--- config.mk ---
export PLATFORM = sky130hd
export DESIGN_NAME = ascon_mode_ctrl
export DESIGN_NICKNAME = d
export VERILOG_FILES = /design/src/rtl/ascon_pack.sv /design/src/rtl/ascon_rnd_cnt.sv /design/src/rtl/ascon_mode_ctrl.sv
export SDC_FILE = /design/constraint.sdc
export NUM_CORES = 1
export LEC_CHECK = 0
export CAP_MARGIN = 20
export CORE_ASPECT_RATIO = 0.6
export CORE_MARGIN = 2
export CORE_UTILIZATION = 49
export CTS_BUF_LIST = sky130_fd_sc_hd__clkbuf_8 sky130_fd_sc_hd__clkbuf_16
export DETAILED_ROUTE_END_ITERATION = 7
export PLACE_DENSITY = 0.77
export SLEW_MARGIN = 25
export SYNTH_ARGS = -nofsm -noshare
export SYNTH_HDL_FRONTEND = slang
export SYNTH_SLANG_ARGS = --single-unit
--- constraint.sdc ---
create_clock -name clk -period 3 [get_ports clk]
set_clock_uncertainty 0.2 [all_clocks]
set_input_delay 0.45 -clock clk [delete_from_list [all_inputs] [get_ports clk]]
set_output_delay 0.45 -clock clk [all_outputs]
set_load 0.005 [all_outputs]
--- src/rtl/ascon_pack.sv ---
// Shared types and constants for the Ascon mode controller.
// The Squeeze state exists only when ASCON_HASH_EN is defined.
package ascon_pack;

    typedef enum logic [2:0] {
        AsconOp0,
        AsconOpInit,
        AsconOpAbsorbAd,
        AsconOpDomSep,
        AsconOpAbsorbDi,
        AsconOpFinal,
        AsconOpTag,
        AsconOpSqueeze
    } ascon_op_e;

    typedef enum logic [1:0] {
        ModeEnc  = 2'b00,
        ModeDec  = 2'b01,
        ModeHash = 2'b10,
        ModeRsv  = 2'b11
    } ascon_mode_e;

    typedef enum logic [3:0] {
        StIdle,
        StDelay,
        StInit,
        StAdWait,
        StAdPerm,
        StDiWait,
        StDiPerm,
        StFinWait,
        StFinPerm,
`ifdef ASCON_HASH_EN
        StSqueeze,
`endif
        StDone,
        StError
    } ascon_state_e;

    localparam int ROUNDS_A_DEF = 12;
    localparam int ROUNDS_B_DEF = 8;
    localparam int DIGEST_BLKS  = 4;

endpackage

--- src/rtl/ascon_rnd_cnt.sv ---
// Up-counter from zero to a loadable terminal value; last_o flags the terminal count.
module ascon_rnd_cnt #(
    parameter int W = 4
) (
    input  logic         clk,
    input  logic         rst,
    input  logic         load_i,
    input  logic         en_i,
    input  logic [W-1:0] term_i,
    output logic [W-1:0] cnt_o,
    output logic         last_o
);

    logic [W-1:0] cnt_q;
    logic [W-1:0] term_q;

    always_ff @(posedge clk or posedge rst) begin
        if (rst) begin
            cnt_q  <= '0;
            term_q <= '0;
        end else if (load_i) begin
            cnt_q  <= '0;
            term_q <= term_i;
        end else if (en_i) begin
            cnt_q <= cnt_q + W'(1);
        end
    end

    assign cnt_o  = cnt_q;
    assign last_o = (cnt_q == term_q);

endmodule

--- src/rtl/ascon_mode_ctrl.sv ---
// Ascon AEAD/hash sequencing FSM: permutation rounds, block handshakes, tag and squeeze steps.
// Define ASCON_HASH_EN to enable hash mode (otherwise mode 10 is reserved).
module ascon_mode_ctrl
    import ascon_pack::*;
#(
    parameter int SIZE_WIDTH = 32,
    parameter int BLOCK_AW   = 28,
    parameter int ROUNDS_A   = ROUNDS_A_DEF,
    parameter int ROUNDS_B   = ROUNDS_B_DEF,
    parameter int DELAY_W    = 8
) (
    input  logic                clk,
    input  logic                rst,
    input  logic                start_i,
    input  logic [1:0]          mode_i,
    input  logic [DELAY_W-1:0]  delay_i,
    input  logic [BLOCK_AW-1:0] ad_blks_i,
    input  logic [BLOCK_AW-1:0] di_blks_i,
    input  logic                data_valid_i,
    output logic                data_ready_o,
    input  logic                tag_match_i,
    output ascon_op_e           op_o,
    output logic                en_state_o,
    output logic                sel_ad_o,
    output logic                en_padding_o,
    output logic                en_buf_out_o,
    output logic                en_tag_o,
    output logic [3:0]          rnd_idx_o,
    output logic                idle_o,
    output logic                busy_o,
    output logic                done_o,
    output logic                tag_ok_o,
    output logic                err_o
);

    localparam logic [3:0]          TermA  = 4'(ROUNDS_A - 1);
    localparam logic [3:0]          TermB  = 4'(ROUNDS_B - 1);
    localparam logic [BLOCK_AW-1:0] OneBlk = BLOCK_AW'(1);

    ascon_state_e        state_q, state_d;
    ascon_mode_e         mode_q, mode_d;
    logic [BLOCK_AW-1:0] adCnt_q, adCnt_d, diCnt_q, diCnt_d;
    logic                tagOk_q, tagOk_d, tagPend_q, tagPend_d, relPend_q, relPend_d;
    logic                rndLoad, rndEn, rndLast, dlyLoad, dlyEn, dlyLast;
    logic [3:0]          rndTerm, rndCnt;
    logic [DELAY_W-1:0]  dlyCnt;
    logic                modeRsv, isHash, lastDi;

`ifdef ASCON_HASH_EN
    localparam int SqW = $clog2(DIGEST_BLKS);
    logic [SqW-1:0] sqCnt_q, sqCnt_d;
    assign modeRsv = (mode_i == ModeRsv);
`else
    assign modeRsv = mode_i[1];
`endif

    assign isHash = (mode_q == ModeHash);
    assign lastDi = (diCnt_q <= OneBlk);

    ascon_rnd_cnt #(.W(4)) uRndCnt (
        .clk(clk), .rst(rst), .load_i(rndLoad), .en_i(rndEn),
        .term_i(rndTerm), .cnt_o(rndCnt), .last_o(rndLast)
    );

    ascon_rnd_cnt #(.W(DELAY_W)) uDlyCnt (
        .clk(clk), .rst(rst), .load_i(dlyLoad), .en_i(dlyEn),
        .term_i(delay_i), .cnt_o(dlyCnt), .last_o(dlyLast)
    );

    always_comb begin
        state_d      = state_q;
        mode_d       = mode_q;
        adCnt_d      = adCnt_q;
        diCnt_d      = diCnt_q;
        tagOk_d      = tagOk_q;
        tagPend_d    = 1'b0;
        relPend_d    = 1'b0;
        rndLoad      = 1'b0;
        rndEn        = 1'b0;
        rndTerm      = TermA;
        dlyLoad      = 1'b0;
        dlyEn        = 1'b0;
        op_o         = AsconOp0;
        en_state_o   = 1'b0;
        sel_ad_o     = 1'b0;
        en_padding_o = 1'b0;
        en_buf_out_o = 1'b0;
        en_tag_o     = 1'b0;
        data_ready_o = 1'b0;
`ifdef ASCON_HASH_EN
        sqCnt_d      = sqCnt_q;
`endif
        case (state_q)
            StIdle: if (start_i) begin
                tagOk_d = 1'b0;
                mode_d  = ascon_mode_e'(mode_i);
                adCnt_d = ad_blks_i;
                diCnt_d = di_blks_i;
                if (modeRsv) begin
                    state_d = StError;
                end else begin
                    state_d = StDelay;
                    dlyLoad = 1'b1;
                end
            end
            StDelay: begin
                dlyEn = !dlyLast;
                if (dlyLast) begin
                    state_d = StInit;
                    rndLoad = 1'b1;
                end
            end
            StInit: begin
                op_o       = AsconOpInit;
                en_state_o = 1'b1;
                rndEn      = 1'b1;
                if (rndLast) begin
                    if (adCnt_q != '0 && !isHash) state_d = StAdWait;
                    else state_d = lastDi ? StFinWait : StDiWait;
                end
            end
            // Wait states abort on start_i low; otherwise each accepted block starts a permutation.
            StAdWait: begin
                op_o         = AsconOpAbsorbAd;
                data_ready_o = 1'b1;
                sel_ad_o     = 1'b1;
                en_padding_o = (adCnt_q == OneBlk);
                if (!start_i) begin
                    state_d = StIdle;
                end else if (data_valid_i) begin
                    adCnt_d = adCnt_q - OneBlk;
                    state_d = StAdPerm;
                    rndLoad = 1'b1;
                    rndTerm = TermB;
                end
            end
            StAdPerm: begin
                en_state_o = 1'b1;
                rndEn      = 1'b1;
                if (rndLast) begin
                    if (adCnt_q == '0) begin
                        op_o    = AsconOpDomSep;
                        state_d = lastDi ? StFinWait : StDiWait;
                    end else begin
                        state_d = StAdWait;
                    end
                end
            end
            StDiWait: begin
                op_o         = AsconOpAbsorbDi;
                data_ready_o = 1'b1;
                if (!start_i) begin
                    state_d = StIdle;
                end else if (data_valid_i) begin
                    en_buf_out_o = 1'b1;
                    diCnt_d      = diCnt_q - OneBlk;
                    state_d      = StDiPerm;
                    rndLoad      = 1'b1;
                    rndTerm      = isHash ? TermA : TermB;
                end
            end
            StDiPerm: begin
                en_state_o = 1'b1;
                rndEn      = 1'b1;
                if (rndLast) state_d = lastDi ? StFinWait : StDiWait;
            end
            // Decrypted final block is held back until the tag has been checked.
            StFinWait: begin
                op_o         = AsconOpFinal;
                data_ready_o = 1'b1;
                if (!start_i) begin
                    state_d = StIdle;
                end else if (data_valid_i) begin
                    en_buf_out_o = (mode_q != ModeDec);
                    diCnt_d      = diCnt_q - OneBlk;
                    state_d      = StFinPerm;
                    rndLoad      = 1'b1;
                end
            end
            StFinPerm: begin
                en_state_o = 1'b1;
                rndEn      = 1'b1;
                if (rndLast) begin
`ifdef ASCON_HASH_EN
                    if (isHash) begin
                        state_d = StSqueeze;
                        sqCnt_d = SqW'(DIGEST_BLKS - 1);
                    end else begin
                        state_d   = StDone;
                        tagPend_d = 1'b1;
                    end
`else
                    state_d   = StDone;
                    tagPend_d = 1'b1;
`endif
                end
            end
`ifdef ASCON_HASH_EN
            StSqueeze: begin
                op_o         = AsconOpSqueeze;
                en_buf_out_o = 1'b1;
                if (sqCnt_q != '0) begin
                    sqCnt_d = sqCnt_q - SqW'(1);
                    state_d = StFinPerm;
                    rndLoad = 1'b1;
                end else begin
                    state_d = StDone;
                end
            end
`endif
            // First Done cycle after an AEAD run is the tag cycle; done_o follows it.
            StDone: begin
                en_buf_out_o = relPend_q;
                if (tagPend_q) begin
                    op_o      = AsconOpTag;
                    en_tag_o  = 1'b1;
                    tagOk_d   = (mode_q == ModeDec) ? tag_match_i : 1'b1;
                    relPend_d = (mode_q == ModeDec) && tag_match_i;
                end else if (!start_i) begin
                    state_d = StIdle;
                end
            end
            StError: if (!start_i) state_d = StIdle;
            default: state_d = StIdle;
        endcase
    end

    always_ff @(posedge clk or posedge rst) begin
        if (rst) begin
            state_q   <= StIdle;
            mode_q    <= ModeEnc;
            adCnt_q   <= '0;
            diCnt_q   <= '0;
            tagOk_q   <= 1'b0;
            tagPend_q <= 1'b0;
            relPend_q <= 1'b0;
        end else begin
            state_q   <= state_d;
            mode_q    <= mode_d;
            adCnt_q   <= adCnt_d;
            diCnt_q   <= diCnt_d;
            tagOk_q   <= tagOk_d;
            tagPend_q <= tagPend_d;
            relPend_q <= relPend_d;
        end
    end

`ifdef ASCON_HASH_EN
    always_ff @(posedge clk or posedge rst) begin
        if (rst) sqCnt_q <= '0;
        else     sqCnt_q <= sqCnt_d;
    end
`endif

    assign rnd_idx_o = en_state_o ? rndCnt : 4'd0;
    assign idle_o    = (state_q == StIdle);
    assign busy_o    = !(state_q == StIdle || state_q == StDone || state_q == StError);
    assign done_o    = (state_q == StDone) && !tagPend_q;
    assign tag_ok_o  = tagOk_q;
    assign err_o     = (state_q == StError);

endmodule

==> impl_results.md, run 1 <==
- Vias in the first global route: 5339
- Antenna Nets Post-Route: 0
- #FFs+latches synth: 88
- DR vias: roughly 5700
- Routability congestion estimate: 0.9401
- Final Instance Area: approximately 0.0072 mm^2
- Gr busiest metal: met2
- Die ar.: 0.01222 mm^2
- P_leak: 2.861 nW
- FF-to-FF End: diCnt_q[24]
- Synthesis Warnings: 0
- Tmin final: a little under 3000 ps
- H-tree Lvls: 3
- GR Util met1: between 40% and 50%
- CTS Buffer Depth: 2
- Clk_lat worst skew: 340 ps
- Syn avg cell area: 8.470 um^2
- Max Cap Viol: 0
- Pre-CTS setup slack: 69.31 ps
- Crit path arrival time: 2280 ps
- Final wirelength: 16.42 mm
- Reg2Reg Depth: 7
- Relative slew slack: approximately 59%
- Max Freq: about 340 MHz
- PwrDens: ~950 mW/mm^2
- Crit path max fanout: 7
- Status: complete, no violations
- RSZ-0062 raised after global routing: false
- Core area: 0.01115 mm^2
- Async SR Flop Fraction: 100.0%
- Die Width: 141.4 um
- Post-synthesis mux area share: 1.534%
- IO Pins: 89
- Grt met2 use: 42.19%
- CP Capture Type: output pin
- Fin Setup TNS: 0 ps
- Worst IR drop on VDD: approximately 0.45 mV
- Initial Utilization: 49.76%
- Crit path launch: adCnt_q[12]
- CTS tree: done
- Avg WL per Cell: 18.19 um
- Placed Area: 0.006691 mm^2
- Net Count, Synth: 732
- Simple-Gate Fraction of Synth Area: 24.38%
- Die height: 86.42 um
- Synth unique cells: 69
- GRT Util Overall: 27.51%
- Fin. max-slew vios: 0
- Sequential-to-total area share from yosys stat: around two fifths
- Worst Setup Path Type: flop to output pin
- Cell Count, Final, Fillers Out: 903
- Clock root buffer master: clkbuf_16
- Post-DP HPWL: 11.68 mm
- # clock sinks: 88
- DRC errors left: 0
- DR vias/cell: 6.324
- Placed insts: 880
- Clk pin slew, worst setup/hold paths: approximately 60 ps
- # setup viols final: 0
- CTS buffer count: 9
- Synth Flop Type: dfrtp_1
- Post-synth EDFFs: 0
- Synth-to-layout area growth: 29.45%
- DR pass1 iterations: 5
- Final cycle utilization of the critical path: 97.62%
- GR met3 Demand/Resource: 5.691%
- Worst setup margin: 71.50 ps
- Initial antenna violation count: 0
- Largest net degree at the start of global routing: 54
- Hold Path Class: input port to async pin
- First-pass GRT wire length: 26.71 mm
- Complex-gate fraction of the synthesized area: 24.79%
- Iteration-0 DRC count of the detailed router: between 500 and 600
- Gate Count Post-Synth: 655
- Final hold vios: 0
- Pwr Total: approximately 6.8 mW
- Nets: between 800 and 900
- GRT overflow: 0
- Ant diodes: 0
- Largest family of logic cells by synthesized area: compound AO/OA/AOI/OAI gates
- # rows: 30
- CP required: about 2400 ps
- Syn Std Cell Area: 0.005548 mm^2
- Startpoint class of the critical path: flop
- XOR/XNOR Fraction of Synth Area: 3.000%
- Adder-cell share of the synthesized area: 1.353%
- Tightest Pin Transition: a little over 600 ps
- RR Startpoint: diCnt_q[0]
- # hold bufs at CTS: 0
- Share of layout cells above drive strength 1: 12.91%
- R2R Setup Slk: 270 ps
- Port bufs: 88
[per-layer routing]
| layer | vias to the layer above | share of wire, % |
|---|---|---|
| li1 | 2645 | - |
| met1 | 2741 | 46 |
| met2 | 295 | 45 |
| met3 | 30 | 7.9 |
| met4 | 0 | 1.7 |
| met5 | - | 0 |
[sequential cells by signal, summed over array words and instances (netlist names)]
name / cells
state_q: 4
uRndCnt.cnt_o: 4
diCnt_q: 28
uDlyCnt.term_q: 8
mode_q: 2
adCnt_q: 28
relPend_q: 1
tagPend_q: 1
uRndCnt.term_q: 3
uDlyCnt.cnt_o: 8
tag_ok_o: 1
[critical path: stages, from the launching register on]
cell and delay (ps):
dfrtp_1 390, or4_4 580, nor2_4 140, buf_6 140, and4_1 170, clkdlybuf4s50_1 510
[power breakdown]
part | switching, mW | leakage (nW) | total, mW | internal (mW)
registers | 0.647 | 1.07 | 2.39 | 1.74
clock network | 0.460 | 0.171 | 1.29 | 0.826
logic | 1.70 | 1.62 | 3.15 | 1.45
total | 2.80 | 2.86 | 6.82 | 4.02
[repair_timing]
| item | in CTS | in global routing |
|---|---|---|
| setup buffers | 7 | 1 |
| pin swaps | 5 | 6 |
| resized for setup | 13 | 12 |
| endpoints found under the setup margin | 4 | 11 |
[per-stage QoR]
step	util, %	hold slack, ps
final	64.42	275.9
after global routing	64.42	318.4
after CTS	63.88	293.9
after detailed placement	60.02	276.8
after global placement	60.02	273.0
after floorplan	-	255.7
[kinds of logic after synthesis]
family | Yosys count
compound gates | 216
xor+xnor | 19
fa+ha+maj | 6
buf+inv | 65
flops | 88
mux | 8
simple gates | 253
[Yosys cell counts (5+ instances only)]
| master | count | area share [%] |
|---|---|---|
| a21oi_1 | 56 | 5.1 |
| a22oi_1 | 14 | 1.9 |
| a31oi_1 | 6 | 0.68 |
| and3_1 | 10 | 1.1 |
| buf_2 | 5 | 0.45 |
| buf_6 | 5 | 1.0 |
| clkbuf_1 | 32 | 2.2 |
| dfrtp_1 | 88 | 40 |
| ha_1 | 6 | 1.4 |
| inv_1 | 20 | 1.4 |
| nand2_1 | 54 | 3.7 |
| nand3_1 | 10 | 0.90 |
| nand4_1 | 14 | 1.6 |
| nor2_1 | 55 | 3.7 |
| nor2b_1 | 5 | 0.56 |
| nor3_1 | 28 | 2.5 |
| nor4_1 | 22 | 2.5 |
| o211ai_1 | 7 | 0.95 |
| o21ai_0 | 64 | 5.8 |
| o22a_1 | 7 | 1.1 |
| o22ai_1 | 7 | 0.79 |
| o2bb2ai_1 | 14 | 2.2 |
| or3_1 | 10 | 1.1 |
| or4_1 | 5 | 0.68 |
| xnor2_1 | 13 | 2.1 |
| xor2_1 | 6 | 0.95 |
[placed cells by master (no fill, tap or decap), types with 13 or more instances in the layout]
| cell type | instances |
|---|---|
| nand4_1 | 14 |
| buf_4 | 44 |
| xnor2_1 | 13 |
| nand2_1 | 54 |
| nor4_1 | 20 |
| inv_1 | 20 |
| o2bb2ai_1 | 14 |
| a22oi_1 | 14 |
| clkdlybuf4s50_1 | 86 |
| dfrtp_1 | 86 |
| a21oi_1 | 56 |
| nor2_1 | 52 |
| o21ai_0 | 63 |
| nor3_1 | 26 |
[worst max-delay path by stage]
stage | end | slack (ps) | depth (start not counted)
floorplan | adCnt_q[0] | 70 | 1
global placement | op_o[1] | 160 | 6
detailed placement | op_o[1] | 70 | 6
CTS | rnd_idx_o[3] | 40 | 5
global route | en_padding_o | 5 | 5
finish | en_padding_o | 70 | 5
[cell type report]
cell class	instances	area (um^2)
Clock buffer	10	239.0
Inverter	20	80.08
Sequential cell	88	2205
Tap cell	144	180.2
Timing Repair Buffer	134	1241
Clock inverter	5	97.59
Fill cell	893	3966
Multi-Input combinational cell	502	3139
(Power assumes the default switching activity.)
==> run 2, diff against run 1 <==
- REMOVE_ABC_BUFFERS: unset -> 1
==> run 2 against run 1 <==
  * Non-clock buffer count decreased by 4
  * Combinational power hardly changed
  * Utilization down 0.46 points
  * Clock-buffer cell count unchanged
  * Final cell count fell by 0.33%
  * First-iteration DRC count rose by 40%
  * Sequential power about the same
  * Worst hold slack got worse by 23 ps
  * Clock power fell by 4%
  * Critical path depth did not move
  * Power decreased by 1.1%
  * Via count is 1.0% higher
==> impl_results.md, run 2 (synthesized netlist as in run 1, its figures left out) <==
- GRT Util Overall: 27.71% (+0.21 points)
- Share of layout cells above drive strength 1: 12.17% (-0.74 points)
- Die ar.: 0.01222 mm^2 (unchanged)
- Combinational share of power: 46.6% (+0.5 points)
- CTS Buffer Depth: 2 (unchanged)
- Fin Setup TNS: 0 ps (unchanged)
- RSZ-0062 raised after global routing: false
- Crit path arrival time: 2290 ps (about the same)
- Routability congestion estimate: 0.9146 (-2.7%)
- Status: complete, no violations
- Max Cap Viol: 0 (unchanged)
- Final hold vios: 0 (unchanged)
- H-tree Lvls: 3 (unchanged)
- P_leak: 2.832 nW (-1.0%)
- Final core utilization: 63.96% (-0.46 points)
- Synth-to-layout area growth: 28.53%
- Most frequent cells in the layout: dfrtp_1, clkdlybuf4s50_1, o21ai_0
- Initial Utilization: 49.76% (unchanged)
- Max Freq: 339.6 MHz (-0.56%)
- Final wirelength: 16.61 mm (+1.1%)
- DR vias/cell: 6.409 (+1.3%)
- IO Pins: 89 (unchanged)
- P_int: 3.921 mW (-2.4%)
- Avg WL per Cell: 18.46 um (+1.5%)
- First-pass GRT wire length: 26.99 mm (+1.1%)
- Nets: 828 (-0.48%)
- Initial antenna violation count: 0 (unchanged)
- Port bufs: 88 (unchanged)
- CP required: 2350 ps (about the same)
- Psw: 2.831 mW (+0.93%)
- Clock share of power: 18.4% (-0.5 points)
- CP Capture Type: output pin
- Top flop regs: adCnt_q (28), diCnt_q (28)
- Antenna Nets Post-Route: 0 (unchanged)
- Tightest Pin Transition: 618.7 ps (+14.89 ps)
- Sequential Power Share: 35.0% (about the same)
- CTS tree: done
- GRT overflow: 0 (unchanged)
- Crit path max fanout: 7 (unchanged)
- Relative slew slack: 58.41% (-0.91 points)
- Largest net degree at the start of global routing: 55 (+1.9%)
- CTS buffer count: 9 (unchanged)
- DRC errors left: 0 (unchanged)
- DR pass1 iterations: 5 (unchanged)
- # setup viols final: 0 (unchanged)
- Ant diodes: 0 (unchanged)
- Final cycle utilization of the critical path: 98.17% (+0.55 points)
- Clk_lat worst skew: 350 ps (about the same)
- Worst Setup Path Type: flop to output pin
- Most common cell after layout, fill and taps aside: dfrtp_1
- # clock sinks: 88 (unchanged)
- Post-DP HPWL: 11.69 mm (about the same)
- # hold bufs at CTS: 0 (unchanged)
- DR vias: 5768 (+1.0%)
- # rows: 30 (unchanged)
- Worst IR drop on VDD: 0.5253 mV (+16%)
- Die height: 86.42 um (unchanged)
- Startpoint class of the critical path: flop
- Pwr Total: 6.752 mW (-1.1%)
- PwrDens: 946.9 mW/mm^2 (-0.34%)
- Vias in the first global route: 5400 (+1.1%)
- Clk pin slew, worst setup/hold paths: 70 ps (about the same)
- Tmin final: 2945 ps (+16.47 ps)
- Core area: 0.01115 mm^2 (unchanged)
- Iteration-0 DRC count of the detailed router: 744 (+40%)
- Fin. max-slew vios: 0 (unchanged)
- Hold Path Class: input port to async pin
- Clock root buffer master: clkbuf_16
- Sw Ratio: 41.92% (+0.82 points)
- Die Width: 141.4 um (unchanged)
==> run 2: changes by cell type in the layout (fill, tap and decap cells not counted), sizes merged <==
| cell | before | now |
|---|---|---|
| bufinv | 3 | 2 |
| buf | 46 | 42 |
| dlygate4sd2 | 1 | 2 |
| clkdlybuf4s15 | 1 | 0 |
| clkinv | 1 | 3 |
==> run 2: power groups by stage <==
stage	sequential (mW)	clock, mW	combinational [mW]
final	2.36	1.24	3.15
after global routing	2.45	1.31	3.45
after CTS	2.34	1.25	3.06
after detailed placement	2.34	0	2.97
after global placement	2.29	0	2.86
after floorplan	2.26	0	1.89
==> run 2: worst paths after layout <==
kind | to | slack (ps) | from | cells after the start
max | en_padding_o | 60 | adCnt_q[14] | 5
min in group clk | uDlyCnt.term_q[3] | 300 | uDlyCnt.term_q[3] | 2
max reg2reg | adCnt_q[24] | 350 | state_q[1] | 6
max in group asynchronous | diCnt_q[0] | 1710 | rst | 3
min | adCnt_q[9] | 250 | rst | 2
min reg2reg | uDlyCnt.term_q[3] | 300 | uDlyCnt.term_q[3] | 2
==> run 2: cell type report <==
| type | count | area (um^2) |
|---|---|---|
| Fill cell | 919 | 4018 |
| Multi-Input combinational cell | 502 | 3117 |
| Sequential cell | 88 | 2202 |
| Timing Repair Buffer | 130 | 1226 |
| Clock buffer | 10 | 239.0 |
| Tap cell | 144 | 180.2 |
| Clock inverter | 6 | 90.09 |
| Inverter | 20 | 76.32 |
==> run 2: per-stage QoR <==
stage	hold slack, ps	cells	instance area (um^2)	setup slack (ps)
floorplan	255.7	610	5331	-1171
global placement	279.5	879	6696	141.6
detailed placement	288.9	879	6696	122.4
CTS	270.9	899	7099	0.08371
global route	323.2	900	7131	4.535
finish	252.9	900	7131	55.03
==> run 2: routing by layer <==
metal / global-route usage (%) / up-vias / wire length [um]
met5: 0 / - / 0
met4: 9.364 / 0 / 313
met3: 5.193 / 36 / 1501
met2: 41.31 / 332 / 7267
met1: 40.85 / 2764 / 7529
li1: - / 2636 / -
==> run 2: critical path: stages, from the launching register on <==
cell and delay, ps:
dfrtp_1 390, or4_4 570, nor2_4 110, buf_4 150, and4_1 220, clkdlybuf4s50_1 510
==> run 2: what timing repair did <==
item	CTS	global route
setup buffers	4	1
gates resized for setup	14	5
gates cloned	0	0
pin swaps	4	1
setup endpoints to repair	5	3
endpoints found under the hold margin	0	0
